**src/rtl/ram_arbiter.sv**
```systemverilog
// rtl/ram_arbiter.sv - round-robin two-requester arbiter for the unified RAM data port
module ram_arbiter #(
    parameter int ADDR_SIZE = 12,
    parameter int WORD_SIZE = 16
) (
    input  logic                 clk,
    input  logic                 rst_n,
    input  logic                 m0_req,
    input  logic                 m0_we,
    input  logic [ADDR_SIZE-1:0] m0_addr,
    input  logic [WORD_SIZE-1:0] m0_wdata,
    output logic                 m0_gnt,
    output logic                 m0_ack,
    output logic [WORD_SIZE-1:0] m0_rdata,
    input  logic                 m1_req,
    input  logic                 m1_we,
    input  logic [ADDR_SIZE-1:0] m1_addr,
    input  logic [WORD_SIZE-1:0] m1_wdata,
    output logic                 m1_gnt,
    output logic                 m1_ack,
    output logic [WORD_SIZE-1:0] m1_rdata,
    output logic [ADDR_SIZE-1:0] ram_addr,
    output logic [WORD_SIZE-1:0] ram_data_in,
    output logic                 ram_write_en,
    input  logic [WORD_SIZE-1:0] ram_data_out,
    output logic                 busy
);

    localparam logic [1:0] ST_IDLE   = 2'd0;
    localparam logic [1:0] ST_ACCESS = 2'd1;
    localparam logic [1:0] ST_RESP   = 2'd2;

    logic [1:0]           r_state;
    logic                 r_last_owner;
    logic                 r_m0_gnt;
    logic                 r_m1_gnt;
    logic                 r_m0_ack;
    logic                 r_m1_ack;
    logic [WORD_SIZE-1:0] r_m0_rdata;
    logic [WORD_SIZE-1:0] r_m1_rdata;
    logic [ADDR_SIZE-1:0] r_ram_addr;
    logic [WORD_SIZE-1:0] r_ram_data_in;
    logic                 r_ram_we;
    logic                 r_busy;

    logic                 w_idle_winner;
    logic                 w_other_req;
    logic                 w_issue;
    logic                 w_winner;
    logic                 w_win_we;
    logic [ADDR_SIZE-1:0] w_win_addr;
    logic [WORD_SIZE-1:0] w_win_wdata;

    // In RESP the owner's req is still the stale one, so only the other side may be issued.
    always_comb begin
        w_idle_winner = (m0_req && m1_req) ? ~r_last_owner : m1_req;
        w_other_req   = r_last_owner ? m0_req : m1_req;
        w_issue       = 1'b0;
        w_winner      = w_idle_winner;
        if (r_state == ST_IDLE) begin
            w_issue = m0_req || m1_req;
        end else if (r_state == ST_RESP) begin
            w_issue  = w_other_req;
            w_winner = ~r_last_owner;
        end
        w_win_we    = w_winner ? m1_we    : m0_we;
        w_win_addr  = w_winner ? m1_addr  : m0_addr;
        w_win_wdata = w_winner ? m1_wdata : m0_wdata;
    end

    always_ff @(posedge clk or negedge rst_n) begin
        if (!rst_n) begin
            r_state       <= ST_IDLE;
            r_last_owner  <= 1'b1;
            r_m0_gnt      <= 1'b0;
            r_m1_gnt      <= 1'b0;
            r_m0_ack      <= 1'b0;
            r_m1_ack      <= 1'b0;
            r_m0_rdata    <= '0;
            r_m1_rdata    <= '0;
            r_ram_addr    <= '0;
            r_ram_data_in <= '0;
            r_ram_we      <= 1'b0;
            r_busy        <= 1'b0;
        end else begin
            r_m0_ack <= 1'b0;
            r_m1_ack <= 1'b0;
            case (r_state)
                ST_ACCESS: begin
                    // RAM completed its read on the negedge inside this cycle.
                    if (r_last_owner) begin
                        r_m1_rdata <= ram_data_out;
                        r_m1_ack   <= 1'b1;
                    end else begin
                        r_m0_rdata <= ram_data_out;
                        r_m0_ack   <= 1'b1;
                    end
                    r_m0_gnt <= 1'b0;
                    r_m1_gnt <= 1'b0;
                    r_ram_we <= 1'b0;
                    r_state  <= ST_RESP;
                end
                ST_IDLE, ST_RESP: begin
                    if (w_issue) begin
                        r_ram_addr    <= w_win_addr;
                        r_ram_data_in <= w_win_wdata;
                        r_ram_we      <= w_win_we;
                        r_m0_gnt      <= ~w_winner;
                        r_m1_gnt      <= w_winner;
                        r_last_owner  <= w_winner;
                        r_busy        <= 1'b1;
                        r_state       <= ST_ACCESS;
                    end else begin
                        r_busy  <= 1'b0;
                        r_state <= ST_IDLE;
                    end
                end
                default: begin
                    r_m0_gnt <= 1'b0;
                    r_m1_gnt <= 1'b0;
                    r_ram_we <= 1'b0;
                    r_busy   <= 1'b0;
                    r_state  <= ST_IDLE;
                end
            endcase
        end
    end

    assign m0_gnt       = r_m0_gnt;
    assign m1_gnt       = r_m1_gnt;
    assign m0_ack       = r_m0_ack;
    assign m1_ack       = r_m1_ack;
    assign m0_rdata     = r_m0_rdata;
    assign m1_rdata     = r_m1_rdata;
    assign ram_addr     = r_ram_addr;
    assign ram_data_in  = r_ram_data_in;
    assign ram_write_en = r_ram_we;
    assign busy         = r_busy;

endmodule
```
**config.mk**
```make
export PLATFORM = sky130hd
export DESIGN_NAME = ram_arbiter
export DESIGN_NICKNAME = d
export VERILOG_FILES = /design/src/rtl/ram_arbiter.sv
export SDC_FILE = /design/constraint.sdc
export NUM_CORES = 1
export LEC_CHECK = 0
export ABC_AREA = 1
export ABC_CLOCK_PERIOD_IN_PS = 4400
export CORE_MARGIN = 5
export CORE_UTILIZATION = 45
export DETAILED_ROUTE_END_ITERATION = 12
export HOLD_SLACK_MARGIN = 0.15
export PLACE_DENSITY_LB_ADDON = 0.3
export REMOVE_ABC_BUFFERS = 1
export SYNTH_ARGS = -nofsm -noshare
export SYNTH_HDL_FRONTEND = slang
export SYNTH_SLANG_ARGS = --single-unit
```
**constraint.sdc**
```tcl
create_clock -name clk -period 4.4 [get_ports clk]
set_clock_uncertainty 0.15 [all_clocks]
set_input_delay 0.66 -clock clk [delete_from_list [all_inputs] [get_ports clk]]
set_output_delay 0.66 -clock clk [all_outputs]
set_load 0.01 [all_outputs]
```
Yosys cells after proc, flatten, opt, wreduce, memory -nomap -nowiden
Index checks and enable logic that the tools add are counted.

word-level totals
  flip-flop bits (word level) = 69
  word-level logic and storage cells = 47

operators by class
  equal/unequal tests = 3
  multiplexer cells = 23
  bitwise gates (word level) = 2
  reductions and logical operators = 7

operators by type and width
  kind                count
  $mux 1              19
  $mux 16             1
  $mux 12             1
  $reduce_and 2->1    3
  $pmux 2 s2          1
  $eq 2x1->1 const B  1
  $eq 2x2->1 const B  1
  $logic_not 2->1     1
  $ne 2x2->1 const B  1
  $not 1->1           2
  $pmux 1 s2          1
  $reduce_or 2->1     1
  $logic_and 1x1->1   1
  $logic_or 1x1->1    1

Depth between registers and ports, before layout
Gate-level depths: netlist (run 1).

  depth after elaboration = 7
  mapped depth = 9

Least setup slack after synthesis (run 1)
Ideal clock, no wire load.

  path type = in2reg
  start point = input m0_req
  end point = register r_ram_addr[0] (netlist: ram_addr[0])
  library setup time = 0.118 ns
  data arrival time = 1.299 ns
  data required time = 4.132 ns
  path slack = 2.833 ns
  stages = 6
  path buffers = 1
  cell sequence = nand2_1 > nand3_1 > clkbuf_1 > nand3_1 > nand3_1 > nand2_1

on the way
  word-level cells in the longest chain between the ends = 5
  elaborated cells on any way between the ends = 10
  classes of those cells = 7 x mux; 3 x reduce/logical

ends and longest elaborated chain
  item                  line  text
  from (decl)           8     input logic m0_req,
  $logic_and 1x1->1     56    w_idle_winner = (m0_req && m1_req) ? ~r_last_owner : m1_req;
  $mux 1                56
  $mux 1                62    end else if (r_state == ST_RESP) begin
  $mux 1                60    if (r_state == ST_IDLE) begin
  $mux 12               67    w_win_addr = w_winner ? m1_addr : m0_addr;
  to (signal assigned)  105   r_ram_addr <= w_win_addr;
  to (decl)             41    logic [ADDR_SIZE-1:0] r_ram_addr;

Several ways; a longest one is shown, not always the timed one.
A chain may end at the register's enable or synchronous reset.

Final worst setup path (run 1)
  start point = register r_last_owner
  end point = register r_m0_gnt (netlist: m0_gnt)

on the way
  word-level cells in the longest chain between the ends = 7
  elaborated cells on any way between the ends = 11
  classes of those cells = 1 x eq/ne; 8 x mux; 2 x bitwise

ends and longest elaborated chain
  item                    line  text
  from (decl)             34    logic r_last_owner;
  from (signal assigned)  110   r_last_owner <= w_winner;
  $not 1->1 (no line)     --
  $mux 1                  56
  $mux 1                  62
  $mux 1                  60
  $not 1->1               108   r_m0_gnt <= ~w_winner;
  $mux 1                  104   if (w_issue) begin
  $mux 1                  88    case (r_state)
  to (signal assigned)    108
  to (decl)               35    logic r_m0_gnt;

Several ways; a longest one is shown, not always the timed one. The select of a mux whose other input is x is not followed.

==> impl_metrics.csv, run 1 <==
group,metric,value,unit
pwr,max-vdd-ir-drop,0.3158,mV
route,vias_per_cell,4.671,
setup_path,worst_setup_path_end_kind,"flop",
timing,worst_pin_slew,1.040,ns
cts,cts_tree,"built",
setup_path,reg2reg_slack,1.39,ns
floorplan,io_pins,144,
timing,slew_violations,0,
logic_synthesis,synth.area.top_cells,"dfrtp_1 (54%), nand2_1 (15%), nand3_1 (9.5%), inv_1 (9.1%), o21ai_0 (5.2%)",
cts,hold_buffers,0,
final_layout,final_util,69.74,%
route,dr.pass1.iters,4,
status,status,"completed",
final_layout,layout.nets,615,
cts,clock_sinks,69,
grt,antenna_found_initial,0,
floorplan,die_area,0.008799,mm^2
logic_synthesis,ys.warnings.count,0,
setup_path,required,4.48,ns
logic_synthesis,ys_ff_latch,69,
setup_path,crit_family,"simple AND/OR/NAND/NOR gates",
pwr,power.switching,1.290,mW
route,wl_per_cell,13.28,um
logic_synthesis,synth-xor-area-share,0,%
logic_synthesis,synth_compound_area_share,5.542,%
logic_synthesis,synth.avg_cell_area,7.862,um^2
min_path,hold_path.class,"input port to async pin",
setup_path,critical_path.cell_chain,"inv_1, nand2_1, nand2_1, o21ai_0",
cts,max-clock-path-buffers,2,
cts,htree_levels,3,
route,vias,2980,
logic_synthesis,synth_adder_area_share,0,%
setup_path,critPathLaunchType,"flop",
timing,finalHoldViolations,0,
cts,clkTransAtPathRegs,0.07,ns
timing,grt_setup_unrepaired,"no",
logic_synthesis,synth_top_area_share,53.84,%
logic_synthesis,synth_top_family_by_area,"simple AND/OR/NAND/NOR gates",
pwr,p_clk_share,13.4,%
setup_path,cpPeakStageDelay,0.90,ns
pwr,sequentialPowerShare,34.7,%
grt,grt_max_degree,36,
placement,numPortBuffers,143,
setup_path,worstSetupPathType,"flop to flop",
route,remaining_drc_errors,0,
setup_path,path_common_cell,"nand2_1",
pwr,power.internal,1.972,mW
cts,clk_latency,0.33,ns
timing,setup_viol,0,
cts,cts_made_buffers,9,
grt,grt_pass1_wl,13300,um
route,drtIter0Drc,171,
cts,cts-resized-gates,0,
timing,fin_crit,3.011,ns
setup_path,arrival,3.09,ns
setup_path,cp_max_fo,31,
placement,dpl.hpwl,6110,um
floorplan,placementRows,30,
final_layout,syn2layout_area_growth,50.75,%
final_layout,mostFrequentLayoutCell,"clkdlybuf4s50_1",
cts,post-cts-setup-buffer-count,0,
final_layout,fill_cells,567,
grt,overflow,0,
final_layout,n_antenna_cell,0,
run,cap_violations,0,
floorplan,core_area,0.006832,mm^2
route,detail-route-antenna-nets,0,
logic_synthesis,synth_cell_type_count,17,
setup_path,rr_worst_depth,4,
timing,relSlewSlack,30.51,%
grt,grt_pass1_vias,2750,
logic_synthesis,synthMuxAreaShare,0,%
floorplan,die_y,93.81,um
setup_path,rr_startpoint,"r_last_owner",
logic_synthesis,ys_seq_area_share,54.67,%
timing,fmax,0.3322,GHz
route,totalWireLength,8471,um
timing,post-route-period-util,68.42,%
setup_path,worstReg2RegEnd,"m0_gnt",
logic_synthesis,netlist_area,0.003161,mm^2
timing,finalSetupTns,0,ns
logic_synthesis,yosys.area.top_type,"dfrtp_1",
pwr,switching_share,39.55,%
placement,gp_congestion,0.8068,
logic_synthesis,synth-simple-area-share,26.33,%
setup_path,path_buf_inv,1,
grt,gr-usage-all-layers,19.39,%
floorplan,fp.dieW,93.81,um
final_layout,final_cell_mix,"clkdlybuf4s50_1 (142), nand2_1 (129), inv_1 (77)",
logic_synthesis,syn_inst,402,
cts,root_buffer,"clkbuf_8",
final_layout,layout-drive-gt1-share,4.982,%
floorplan,initial_utilization,46.26,%
pwr,powerDensity,684.8,mW/mm^2
pwr,p_comb_share,51.9,%
setup_path,crit_slowest_cell,"nand2_1",
pwr,p_leak,2.468,nW
## worst register-to-register path: stages, from the launching register on
cell and delay, ns:
dfstp_2 0.57, inv_1 0.11, nand2_1 0.77, nand2_1 0.90, o21ai_0 0.42
## final cells by class
type                    instances  area, um^2  area share, %
repair buffers                145        1441          30.25
clock inverters                 6       40.04         0.8403
clock buffers                  10       127.6          2.679
multi-input cells             232        1007          21.14
inverters                      80       300.3          6.303
well taps                      96       120.1          2.521
flip-flops and latches         69        1728          36.27
## registers in the layout, indices dropped and copies added, names as in the netlist
name / cells
m1_gnt: 1
m1_rdata: 16
m0_ack: 1
busy: 1
m0_gnt: 1
ram_data_in: 16
ram_write_en: 1
m0_rdata: 16
r_state: 2
ram_addr: 12
m1_ack: 1
r_last_owner: 1
## worst max path at each step
| stage | startpoint | to | slack, ns | depth (start not counted) |
|---|---|---|---|---|
| 6_report | r_last_owner | m0_gnt | 1.39 | 4 |
| 5_1_grt | r_last_owner | ram_data_in[10] | 1.17 | 6 |
| 4_1_cts | r_last_owner | ram_addr[6] | 1.38 | 6 |
| 3_5_place_dp | r_last_owner | ram_addr[6] | 1.39 | 6 |
| 3_3_place_gp | r_last_owner | r_last_owner | 1.48 | 5 |
| 2_1_floorplan | m0_req | ram_addr[0] | 1.90 | 6 |
## cells in the mapped netlist (all sizes together)
cell,count
nand2,132
dfrtp,68
nand4,2
o21ai,35
inv,80
nand3,60
nor2,3
clkbuf,4
buf,17
dfstp,1
## power groups by stage
stage	Sequential (mW)	Clock, mW	Combinational, mW
after global placement	1.13	0	1.66
after global routing	1.18	0.481	1.86
after detailed placement	1.14	0	1.71
after CTS	1.13	0.452	1.72
final	1.13	0.436	1.69
after floorplan	1.27	0	0.653
## layer usage
layer	track usage (%)	share of wire (%)	routed length, um	up-vias
li1	-	-	-	1490
met1	23.40	40	3372	1386
met2	33.23	53	4460	91
met3	3.446	5.3	445	13
met4	9.507	2.3	193	0
met5	0	0	0	-
## cell families (layout without fill, tap and decap cells)
group                  Yosys count  in the layout
DFF                             69             69
buffers and inverters          101            241
AOI/OAI and AO/OA               35             35
and+or+nand+nor                197            197
## per-stage QoR
step	power, mW	hold WS (ns)	cell area, um^2	cells	setup WS [ns]
2_1_floorplan	1.926	0.2144	3035	381	1.897
3_3_place_gp	2.796	0.3115	4597	622	1.479
3_5_place_dp	2.852	0.3143	4597	622	1.387
4_1_cts	3.301	0.2800	4765	638	1.377
5_1_grt	3.517	0.3173	4765	638	1.174
6_report	3.263	0.2556	4765	638	1.389
Note: power is estimated with default switching activity, not from simulation.
==> inputs of run 2 (changes only) <==
- ABC_CLOCK_PERIOD_IN_PS: 4400 -> 2900
- CORE_UTILIZATION: 45 -> 42
- clock period: 4.4 -> 2.9 ns (I/O delays scaled with it)
==> impl_metrics.csv, run 2 (same netlist as run 1, synthesis figures left out) <==
group,metric,value,unit
status,status,"completed",
run,cap_violations,0,
pwr,max-vdd-ir-drop,0.4390,mV
floorplan,die_y,96.75,um
route,vias,2993,
floorplan,die_area,0.009360,mm^2
setup_path,rr_startpoint,"r_last_owner",
timing,fmax,0.5146,GHz
setup_path,worst_setup_path_end_kind,"flop",
cts,cts-resized-gates,0,
cts,cts_tree,"built",
placement,placement.cell_area,0.004636,mm^2
floorplan,fp.dieW,96.75,um
final_layout,layout-drive-gt1-share,5.495,%
setup_path,arrival,2.05,ns
setup_path,worstReg2RegEnd,"ram_data_in[7]",
setup_path,crit_start,"r_last_owner",
grt,gr-usage-all-layers,18.37,%
timing,setup_viol,0,
pwr,p_leak,2.521,nW
cts,clk_latency,0.32,ns
cts,root_buffer,"clkbuf_8",
route,wl_per_cell,13.42,um
timing,timing.hold.ws,0.3303,ns
setup_path,worstSetupPathType,"flop to flop",
grt,antenna_found_initial,0,
timing,relSlewSlack,64.20,%
grt,grt_pass1_wl,14140,um
timing,finalHoldViolations,0,
timing,worst_pin_slew,0.5351,ns
timing,fin_crit,1.943,ns
setup_path,rr_worst_depth,7,
route,detail-route-antenna-nets,0,
placement,dp_cells,628,
route,totalWireLength,8656,um
timing,finalSetupTns,0,ns
floorplan,io_pins,144,
route,drtIter0Drc,167,
final_layout,fin_area,0.004885,mm^2
setup_path,reg2reg_slack,0.96,ns
timing,slew_violations,0,
placement,dpl.hpwl,6405,um
min_path,hold_path.class,"flop to flop",
floorplan,placementRows,31,
final_layout,mostFrequentLayoutCell,"clkdlybuf4s50_1",
placement,numPortBuffers,143,
final_layout,final_cell_mix,"clkdlybuf4s50_1 (142), nand2_1 (129), inv_1 (77)",
placement,gp_congestion,0.8563,
timing,post-route-period-util,67.00,%
setup_path,required,3.01,ns
final_layout,n_antenna_cell,0,
grt,overflow,0,
setup_path,critPathLaunchType,"flop",
pwr,powerDensity,1074,mW/mm^2
route,remaining_drc_errors,0,
placement,pre_cts_ws,0.7954,ns
route,vias_per_cell,4.640,
floorplan,initial_utilization,43.34,%
cts,max-clock-path-buffers,2,
setup_path,endpoint,"ram_data_in[7]",
final_layout,final_util,66.99,%
final_layout,syn2layout_area_growth,54.55,%
pwr,finalPower,5.244,mW
setup_path,cp_max_fo,28,
floorplan,core_area,0.007292,mm^2
cts,hold_buffers,1,
cts,clock_sinks,69,
cts,clkTransAtPathRegs,0.07,ns
cts,htree_levels,3,
grt,grt_max_degree,70,
cts,cts_made_buffers,9,
cts,post-cts-setup-buffer-count,0,
timing,fin_ws,0.9569,ns
final_layout,layout.nets,619,
route,dr.pass1.iters,4,
timing,grt_setup_unrepaired,"no",
final_layout,instances_no_fill,645,
grt,grt_pass1_vias,2970,
run 2: changes by cell type in the layout (fill, tap and decap cells not counted):
| cell | delta |
|---|---|
| bufinv_16 | +3 |
| buf_4 | +2 |
| buf_12 | +1 |
| clkinv_2 | -2 |
| dlygate4sd3_1 | +1 |
| clkinv_4 | -1 |
run 2: cell type report:
| cell class | instances | area, um^2 |
|---|---|---|
| well taps | 99 | 123.9 |
| clock inverters | 6 | 111.4 |
| inverters | 80 | 300.3 |
| multi-input cells | 232 | 1007 |
| fillers | 637 | 2407 |
| clock buffers | 10 | 127.6 |
| repair buffers | 149 | 1486 |
| flip-flops and latches | 69 | 1728 |
run 2: critical path, cell delays in order, from the launching register on:
cell	delay, ns
dfstp_2	0.56
inv_1	0.09
nand2_1	0.34
nand2_1	0.21
buf_4	0.28
nand2_1	0.09
nand3_1	0.07
nand2_1	0.09
run 2: worst min-delay path by stage:
stage / from / endpoint / cells after the start
floorplan: rst_n / busy / 0
global placement: ram_addr[3] / ram_addr[3] / 2
detailed placement: ram_addr[6] / ram_addr[6] / 2
CTS: ram_addr[6] / ram_addr[6] / 2
global route: ram_data_in[8] / ram_data_in[8] / 2
finish: ram_data_in[2] / ram_data_in[2] / 2
run 2: per-layer routing:
metal / routed length [um] / up-vias / global-route usage, % / part of all wire (%)
met5: 0 / - / 0 / 0
li1: - / 1491 / - / -
met1: 3504 / 1398 / 21.18 / 40
met2: 4548 / 90 / 32.70 / 53
met4: 213 / 0 / 7.991 / 2.5
met3: 389 / 14 / 3.885 / 4.5
run 2: report_power, final:
group | switching (mW) | total, mW | internal [mW] | leakage, nW
registers | 0.270 | 1.73 | 1.46 | 0.844
clock network | 0.354 | 0.925 | 0.572 | 0.116
logic | 1.34 | 2.59 | 1.25 | 1.56
total | 1.97 | 5.24 | 3.28 | 2.52
==> inputs of run 3 (changes only) <==
- ABC_CLOCK_PERIOD_IN_PS: 2900 -> 1800
- clock period: 2.9 -> 1.8 ns (I/O delays scaled with it)
==> impl_metrics.csv, run 3 (same netlist as run 1, synthesis figures left out) <==
group,metric,value,unit
pwr,max-vdd-ir-drop,0.7195,mV
cts,clkTransAtPathRegs,0.08,ns
setup_path,cpPeakStageDelay,0.57,ns
pwr,finalPower,8.616,mW
setup_path,worst_setup_path_end_kind,"output pin",
floorplan,die_area,0.009360,mm^2
grt,gr-usage-all-layers,20.13,%
timing,finalSetupTns,0,ns
route,vias,3045,
cts,root_buffer,"clkbuf_8",
setup_path,rr_worst_depth,7,
timing,setup_viol,0,
final_layout,final_cell_mix,"clkdlybuf4s50_1 (142), nand2_1 (129), inv_1 (77)",
cts,clock_sinks,69,
final_layout,mostFrequentLayoutCell,"clkdlybuf4s50_1",
setup_path,worstSetupPathType,"flop to output pin",
setup_path,crit_start,"ram_data_in[12]",
grt,grt_pass1_wl,15390,um
final_layout,syn2layout_area_growth,58.59,%
setup_path,worstReg2RegEnd,"ram_addr[7]",
pwr,powerDensity,1719,mW/mm^2
floorplan,placementRows,31,
timing,grt_setup_unrepaired,"no",
route,wl_per_cell,14.13,um
placement,gp_congestion,0.8320,
floorplan,core_area,0.007292,mm^2
route,dr.pass1.iters,4,
cts,clk_latency,0.32,ns
placement,dpl.hpwl,6962,um
grt,antenna_found_initial,0,
route,detail-route-antenna-nets,0,
grt,overflow,0,
placement,numPortBuffers,143,
setup_path,arrival,1.26,ns
setup_path,critPathLaunchType,"flop",
setup_path,path_buf_inv,1,
pwr,p_leak,2.590,nW
timing,relSlewSlack,66.94,%
timing,finalHoldViolations,0,
route,vias_per_cell,4.642,
timing,fin_crit,1.683,ns
cts,cts_tree,"built",
placement,placement.cell_area,0.004813,mm^2
setup_path,reg2reg_slack,0.18,ns
final_layout,fin_area,0.005012,mm^2
status,status,"completed",
setup_path,crit_slowest_cell,"clkdlybuf4s50_1",
setup_path,required,1.38,ns
timing,fin_ws,0.1173,ns
setup_path,rr_startpoint,"r_last_owner",
cts,cts-resized-gates,0,
placement,pre_cts_ws,-0.02599,ns
setup_path,cp_max_fo,2,
cts,cts_made_buffers,9,
final_layout,layout.nets,631,
setup_path,crit_family,"buffers and inverters",
setup_path,critical_path.cell_chain,"clkdlybuf4s50_1",
floorplan,fp.dieW,96.75,um
timing,worst_pin_slew,0.4958,ns
grt,grt_max_degree,34,
timing,slew_violations,0,
cts,htree_levels,3,
route,totalWireLength,9266,um
timing,fmax,0.5943,GHz
final_layout,n_antenna_cell,0,
timing,post-route-period-util,93.48,%
cts,max-clock-path-buffers,2,
floorplan,io_pins,144,
route,remaining_drc_errors,0,
floorplan,die_y,96.75,um
floorplan,initial_utilization,43.34,%
final_layout,layout-drive-gt1-share,7.540,%
min_path,hold_path.class,"input port to async pin",
run,cap_violations,0,
route,drtIter0Drc,140,
grt,grt_pass1_vias,3227,
## run 3: cell count changes in the layout (fill, tap and decap cells not counted)
cell | before | now
clkinv_2 | 1 | 2
clkbuf_1 | 1 | 0
buf_12 | 1 | 8
bufinv_16 | 3 | 1
clkinv_4 | 1 | 2
buf_4 | 4 | 9
## run 3: worst max-delay path by stage
stage | endpoint | slack, ns | depth (start not counted)
6_report | ram_data_in[12] | 0.12 | 1
5_1_grt | ram_addr[7] | 0.05 | 8
4_1_cts | ram_data_in[11] | 0.10 | 1
3_5_place_dp | ram_addr[7] | -0.03 | 8
3_3_place_gp | ram_addr[0] | 0.04 | 8
2_1_floorplan | r_last_owner | -0.47 | 5
## run 3: what timing repair did
item                      4_1_cts  5_1_grt
hold buffers                    1        0
hold endpoints to repair       60        0
setup buffers                   0        0
## run 3: final cells by class
cell class	count	area (um^2)
Fill cell	626	2280
Clock buffer	9	123.9
Inverter	80	300.3
Tap cell	99	123.9
Sequential cell	69	1728
Timing Repair Buffer	161	1664
Clock inverter	6	65.06
Multi-Input combinational cell	232	1007
## run 3: through the flow
step | utilization [%] | instances | hold slack, ns
after global placement | 66.01 | 640 | 0.1140
after floorplan | - | 381 | -0.1756
after CTS | 68.74 | 656 | 0.2946
after detailed placement | 66.01 | 640 | 0.1162
after global routing | 68.74 | 656 | 0.3342
final | 68.74 | 656 | 0.3118
## run 3: power by group
| group | switching [mW] | leakage (nW) | total (mW) | internal (mW) |
|---|---|---|---|---|
| registers | 0.435 | 0.844 | 2.79 | 2.35 |
| clock network | 0.570 | 0.0950 | 1.20 | 0.632 |
| logic | 2.29 | 1.65 | 4.63 | 2.34 |
## run 3: metal layers
layer	vias to the layer above	share of wire [%]	global-route usage, %
met4	0	2.9	9.071
met3	20	4.6	5.180
met1	1398	39	22.64
li1	1523	-	-
met5	-	0	0
met2	104	53	35.67
